<file path="src/rtl/button_conditioner.sv">
// Button front end: 2-flop sync, per-channel debounce, single-cycle active-low
// press pulses, and hold-to-repeat on the increment/decrement channels.

module bc_debounce #(
    parameter int D = 4
) (
    input  logic clk,
    input  logic reset,
    input  logic raw_n,
    output logic press_o,
    output logic release_o,
    output logic pressed_o
);
    localparam int CW = $clog2(D + 1);

    logic [1:0]    sync_q, sync_d;
    logic          stable_q, stable_d;
    logic [CW-1:0] cnt_q, cnt_d;
    logic          s, flip;

    assign s = sync_q[1];

    always_comb begin
        sync_d   = {sync_q[0], raw_n};
        stable_d = stable_q;
        cnt_d    = '0;
        flip     = 1'b0;
        if (s != stable_q) begin
            if (cnt_q == CW'(D - 1)) begin
                flip     = 1'b1;
                stable_d = s;
            end else begin
                cnt_d = cnt_q + 1'b1;
            end
        end
    end

    // Flip strobes are combinational so the top can register the pulse on the flip edge.
    assign press_o   = flip & ~s;
    assign release_o = flip & s;
    assign pressed_o = ~stable_q;

    always_ff @(posedge clk or negedge reset) begin
        if (!reset) begin
            sync_q   <= 2'b11;
            stable_q <= 1'b1;
            cnt_q    <= '0;
        end else begin
            sync_q   <= sync_d;
            stable_q <= stable_d;
            cnt_q    <= cnt_d;
        end
    end
endmodule

module bc_repeat #(
    parameter int H = 6,
    parameter int R = 2
) (
    input  logic clk,
    input  logic reset,
    input  logic press_i,
    input  logic release_i,
    input  logic hold_i,
    output logic rpt_o
);
    localparam int MAXC = (H > R) ? H : R;
    localparam int RW   = $clog2(MAXC + 1);

    typedef enum logic [1:0] {IDLE, WAIT_HOLD, REPEAT} state_t;

    state_t        state_q, state_d;
    logic [RW-1:0] cnt_q, cnt_d, cnt_inc;

    assign cnt_inc = (cnt_q == {RW{1'b1}}) ? cnt_q : cnt_q + 1'b1;

    always_comb begin
        state_d = state_q;
        cnt_d   = cnt_q;
        rpt_o   = 1'b0;
        if (release_i) begin
            state_d = IDLE;
            cnt_d   = '0;
        end else if (press_i) begin
            state_d = WAIT_HOLD;
            cnt_d   = '0;
        end else if (!hold_i) begin
            case (state_q)
                WAIT_HOLD: begin
                    if (cnt_q >= RW'(H - 1)) begin
                        rpt_o   = 1'b1;
                        state_d = REPEAT;
                        cnt_d   = '0;
                    end else begin
                        cnt_d = cnt_inc;
                    end
                end
                REPEAT: begin
                    if (cnt_q >= RW'(R - 1)) begin
                        rpt_o = 1'b1;
                        cnt_d = '0;
                    end else begin
                        cnt_d = cnt_inc;
                    end
                end
                default: begin
                    state_d = IDLE;
                    cnt_d   = '0;
                end
            endcase
        end
    end

    always_ff @(posedge clk or negedge reset) begin
        if (!reset) begin
            state_q <= IDLE;
            cnt_q   <= '0;
        end else begin
            state_q <= state_d;
            cnt_q   <= cnt_d;
        end
    end
endmodule

module button_conditioner #(
    parameter int DEBOUNCE_CYCLES = 4,
    parameter int HOLD_CYCLES     = 6,
    parameter int REPEAT_CYCLES   = 2
) (
    input  logic clk,
    input  logic reset,
    input  logic btn_inc_n,
    input  logic btn_dec_n,
    input  logic btn_chg_n,
    input  logic btn_set_n,
    output logic incrementar,
    output logic decrementar,
    output logic cambiar,
    output logic establecer
);
    logic [3:0] btn_n, press, rel, pressed, pulse;
    logic [1:0] rpt;
    logic [3:0] out_q, out_d;
    logic       conflict;

    assign btn_n = {btn_set_n, btn_chg_n, btn_dec_n, btn_inc_n};

    bc_debounce #(.D(DEBOUNCE_CYCLES)) u_db [3:0] (
        .clk      (clk),
        .reset    (reset),
        .raw_n    (btn_n),
        .press_o  (press),
        .release_o(rel),
        .pressed_o(pressed)
    );

    assign conflict = pressed[0] & pressed[1];

    bc_repeat #(.H(HOLD_CYCLES), .R(REPEAT_CYCLES)) u_rpt [1:0] (
        .clk      (clk),
        .reset    (reset),
        .press_i  (press[1:0]),
        .release_i(rel[1:0]),
        .hold_i   (conflict),
        .rpt_o    (rpt)
    );

    assign pulse = press | {2'b00, rpt};

    // A pulse right after another is dropped so each low is followed by a high.
    always_comb begin
        out_d = ~(pulse & out_q);
    end

    always_ff @(posedge clk or negedge reset) begin
        if (!reset) out_q <= 4'hF;
        else        out_q <= out_d;
    end

    assign incrementar = out_q[0];
    assign decrementar = out_q[1];
    assign cambiar     = out_q[2];
    assign establecer  = out_q[3];
endmodule

</file>
<file path="config.mk">
export PLATFORM = sky130hd
export DESIGN_NAME = button_conditioner
export DESIGN_NICKNAME = d
export VERILOG_FILES = /design/src/rtl/button_conditioner.sv
export SDC_FILE = /design/constraint.sdc
export NUM_CORES = 1
export LEC_CHECK = 0
export ABC_CLOCK_PERIOD_IN_PS = 3300
export CAP_MARGIN = 10
export CORE_MARGIN = 2
export CORE_UTILIZATION = 61
export DETAILED_ROUTE_END_ITERATION = 6
export DONT_BUFFER_PORTS = 1
export PLACE_DENSITY_LB_ADDON = 0.12
export SLEW_MARGIN = 5
export SYNTH_ARGS = -nofsm -noshare
export SYNTH_HDL_FRONTEND = slang
export SYNTH_SLANG_ARGS = --single-unit
</file>
<file path="constraint.sdc">
create_clock -name clk -period 3.3 [get_ports clk]
set_input_delay 0.33 -clock clk [delete_from_list [all_inputs] [get_ports clk]]
set_output_delay 0.33 -clock clk [all_outputs]
set_load 0.05 [all_outputs]
</file>
==> impl_results.md <==
- Post-synthesis register bit count: 38
- First-pass GRT wire length: 5.23 mm
- Slew headroom: 0.606
- Final wirelength: 2.86 mm
- Pwr dens: 591 nW/um^2
- IO buf count: 0
- Skew-Pair Late Insertion Delay: 0.34 ns
- Critical path endpoint category: flop
- Row Count: 19
- Core ar.: 2780 sq um
- Req. time, crit path: 3.54 ns
- TritonCTS buffer count: 5
- Fill cell instance count of the final layout: 201
- RSZ-0062 raised after global routing: no
- Global Route Usage Sum: 0.207
- Io pins: 10
- Crit path time final: 1.97 ns
- Initial antenna violation count: 0
- Grt total ovfl: 0
- Die area: 3410 sq um
- PostCTS Resize Cnt: 0
- Hold_sp: u_db[0].sync_q[0]$_DFF_PN1_
- Max stage delay on crit path: 0.50 ns
- Final worst-path cycle share: 0.596
- Peak supply drop: 0.532 mV
- Pleak: 0.861 nW
- CP delay by family, top: compound AO/OA/AOI/OAI gates
- Synth Area in Compound Gates: 0.148
- Cell Chain, Critical Path: inv_1 > ha_1 > or4b_1 > a21oi_2 > o221ai_2 > o41ai_1
- Clock sinks: 38
- Vias: 1,227
- Synth Cell Area: 1800 sq um
- Post-DP HPWL: 2.04 mm
- Worst hold endpoint: u_db[0].sync_q[1]$_DFF_PN1_
- Post-Synth Adder-Cell Area: 0.0833
- Post-synthesis mux area share: 0.0125
- Area delta synth->final: 8.74%
- DR pass1 iterations: 5
- Vias per cell: 6.17
- Clk_skew: 0.0135 ns
- Largest family of logic cells by synthesized area: simple AND/OR/NAND/NOR gates
- Avg WL per Cell: 14.4 microns
- Total power draw: 1.16 mW
- CP Launch Type: flop
- Seq/Total Area, Yosys: 0.539
- R2R Path End: u_rpt[0].cnt_q[0]$_DFFE_PN0P_
- Largest net degree at the start of global routing: 39
- Max Cap Viol: 0
- Root Buffer Master: clkbuf_4
- Worst hold path class: flop to flop
- Vias in the first global route: 1,256
- ANT nets after route: 0
- Post-Synth Simple-Gate Area: 0.167
- DIE HEIGHT: 58.4 microns
- Worst slew pin tran: 0.582 ns
- Initial Util: 0.648
- Kind of critical path: flop to flop
- Worst reg2reg path depth: 6
- Worst-path maximum fanout: 7
- Placer congestion estimate: 0.890
- Pins Over Slew Limit: 0
- RR Startpoint: u_rpt[0].cnt_q[1]$_DFFE_PN0P_
- XOR/XNOR Fraction of Synth Area: 0.0243
- Final number of hold-violating endpoints: 0
- Mapped Cells: 157
- Synthesized net count: 175
- Slowest CP cell: or4b_1
- Number of flops mapped to enable cells by yosys: 0
- CTS tree: yes
- Total negative slack: 0 ns
- Ys async rst share: 1.00
- Worst R2R Setup Slack: 1.33 ns
- Syn. warnings: 0
- Clock transition at path regs: 0.11 ns
- Die X: 58.4 microns
- Status: finished clean
- Critical path arrival: 2.21 ns
- Most used DFF post-synth: dfrtp_1
- Synth cell types: 44
- H-tree depth: 2
- DRC: 0
- Avg Cell Area, Syn: 11.5 sq um
- Final Setup Violations: 0
- Initial drt markers: 71
- Nets: 185
- Max Root-Sink Buffers: 2
- Antenna cells: 0
- FMAX: 508 MHz
- Critical path buffer and inverter count: 1
- Layout cell share with drive strength beyond 1: 0.185
- Hold Path Cell Cnt: 0
[per-layer routing]
metal  part of all wire  global-route usage  wire (microns)
met1               0.45               0.257            1290
met3              0.058              0.0703             166
met4              0.010              0.0963              29
met2               0.48               0.326            1370
met5                  0                   0               0
[power by group]
part           switching (mW)  internal [mW]
sequential             0.0675          0.563
combinational           0.161          0.118
clock                   0.147          0.102
[per-stage QoR]
step	hold slack [ns]	cells	setup WS, ns	util	cell area, sq um
2_1_floorplan	0.0344	157	1.50	-	1800
3_3_place_gp	0.0352	185	1.44	0.657	1830
3_5_place_dp	0.0353	185	1.35	0.657	1830
4_1_cts	0.360	199	1.32	0.705	1960
5_1_grt	0.364	199	1.11	0.705	1960
6_report	0.351	199	1.33	0.705	1960
[worst reg2reg max path: stages, from the launching register on]
cell and delay, ns:
dfrtp_1 0.46, inv_1 0.07, ha_1 0.22, or4b_1 0.50, a21oi_2 0.16, o221ai_2 0.12
o41ai_1 0.34
[cell type report]
| type | instances | area [sq um] | area share |
|---|---|---|---|
| tap | 31 | 38.8 | 0.0198 |
| timing repair buffer | 6 | 70.1 | 0.0357 |
| clock inverter | 2 | 12.5 | 0.00638 |
| inverter | 9 | 33.8 | 0.0172 |
| sequential | 38 | 971 | 0.495 |
| multi-input combinational | 107 | 783 | 0.399 |
| clock buffer | 6 | 51.3 | 0.0262 |
[cells in the final DEF (no fill, tap or decap), types with 5 or more instances in the layout]
master,instances
inv_1,9
dfstp_2,16
nor3b_1,5
dlygate4sd3_1,5
nor2_1,7
o21ai_0,6
dfrtp_1,22
a21oi_1,8
clkbuf_4,5
nand2_1,10
nor2b_1,6
ha_1,12
[logic make-up after synthesis]
kind of cell | count (synthesis)
AND/OR/NAND/NOR | 51
flip-flops | 38
AO/OA/AOI/OAI | 37
buffers and inverters | 12
adder cells (fa/ha/maj) | 12
XOR/XNOR | 5
multiplexers | 2
[synth_stat cells (3+ instances only)]
cell / count / area share
nand2b_1: 3 / 0.010
nor2_1: 7 / 0.015
inv_1: 9 / 0.019
nor3b_1: 5 / 0.021
nor3_1: 4 / 0.011
xnor2_1: 3 / 0.015
nor2b_1: 6 / 0.021
ha_1: 12 / 0.083
dfrtp_1: 22 / 0.31
nand2_1: 10 / 0.021
dfstp_2: 16 / 0.23
a31oi_1: 3 / 0.010
a21oi_1: 8 / 0.022
o21ai_0: 6 / 0.017
[how the worst max path moves through the flow]
stage                               endpoint  slack [ns]                           from  cells past startpoint
6_report       u_rpt[0].cnt_q[0]$_DFFE_PN0P_        1.33  u_rpt[0].cnt_q[1]$_DFFE_PN0P_                      6
5_1_grt        u_rpt[0].cnt_q[0]$_DFFE_PN0P_        1.11  u_rpt[0].cnt_q[1]$_DFFE_PN0P_                      5
4_1_cts        u_rpt[0].cnt_q[0]$_DFFE_PN0P_        1.32  u_rpt[0].cnt_q[1]$_DFFE_PN0P_                      6
3_5_place_dp   u_rpt[0].cnt_q[0]$_DFFE_PN0P_        1.35  u_rpt[0].cnt_q[1]$_DFFE_PN0P_                      6
3_3_place_gp   u_rpt[0].cnt_q[0]$_DFFE_PN0P_        1.44  u_rpt[0].cnt_q[0]$_DFFE_PN0P_                      5
2_1_floorplan  u_rpt[0].cnt_q[1]$_DFFE_PN0P_        1.50  u_rpt[0].cnt_q[0]$_DFFE_PN0P_                      5
[sequential cells by signal, summed over array words and instances, names as in the netlist]
signal and cells:
out_q 4, u_db.cnt_q 12, u_db.stable_q 4, u_db.sync_q 8, u_rpt.cnt_q 6, u_rpt.state_q 4
[what timing repair did]
item	in CTS	in global routing
hold endpoints to repair	42	0
endpoints found under the setup margin	0	0
hold buffers	6	0
buffers inserted	0	0
Note: power is estimated with default switching activity, not from simulation.
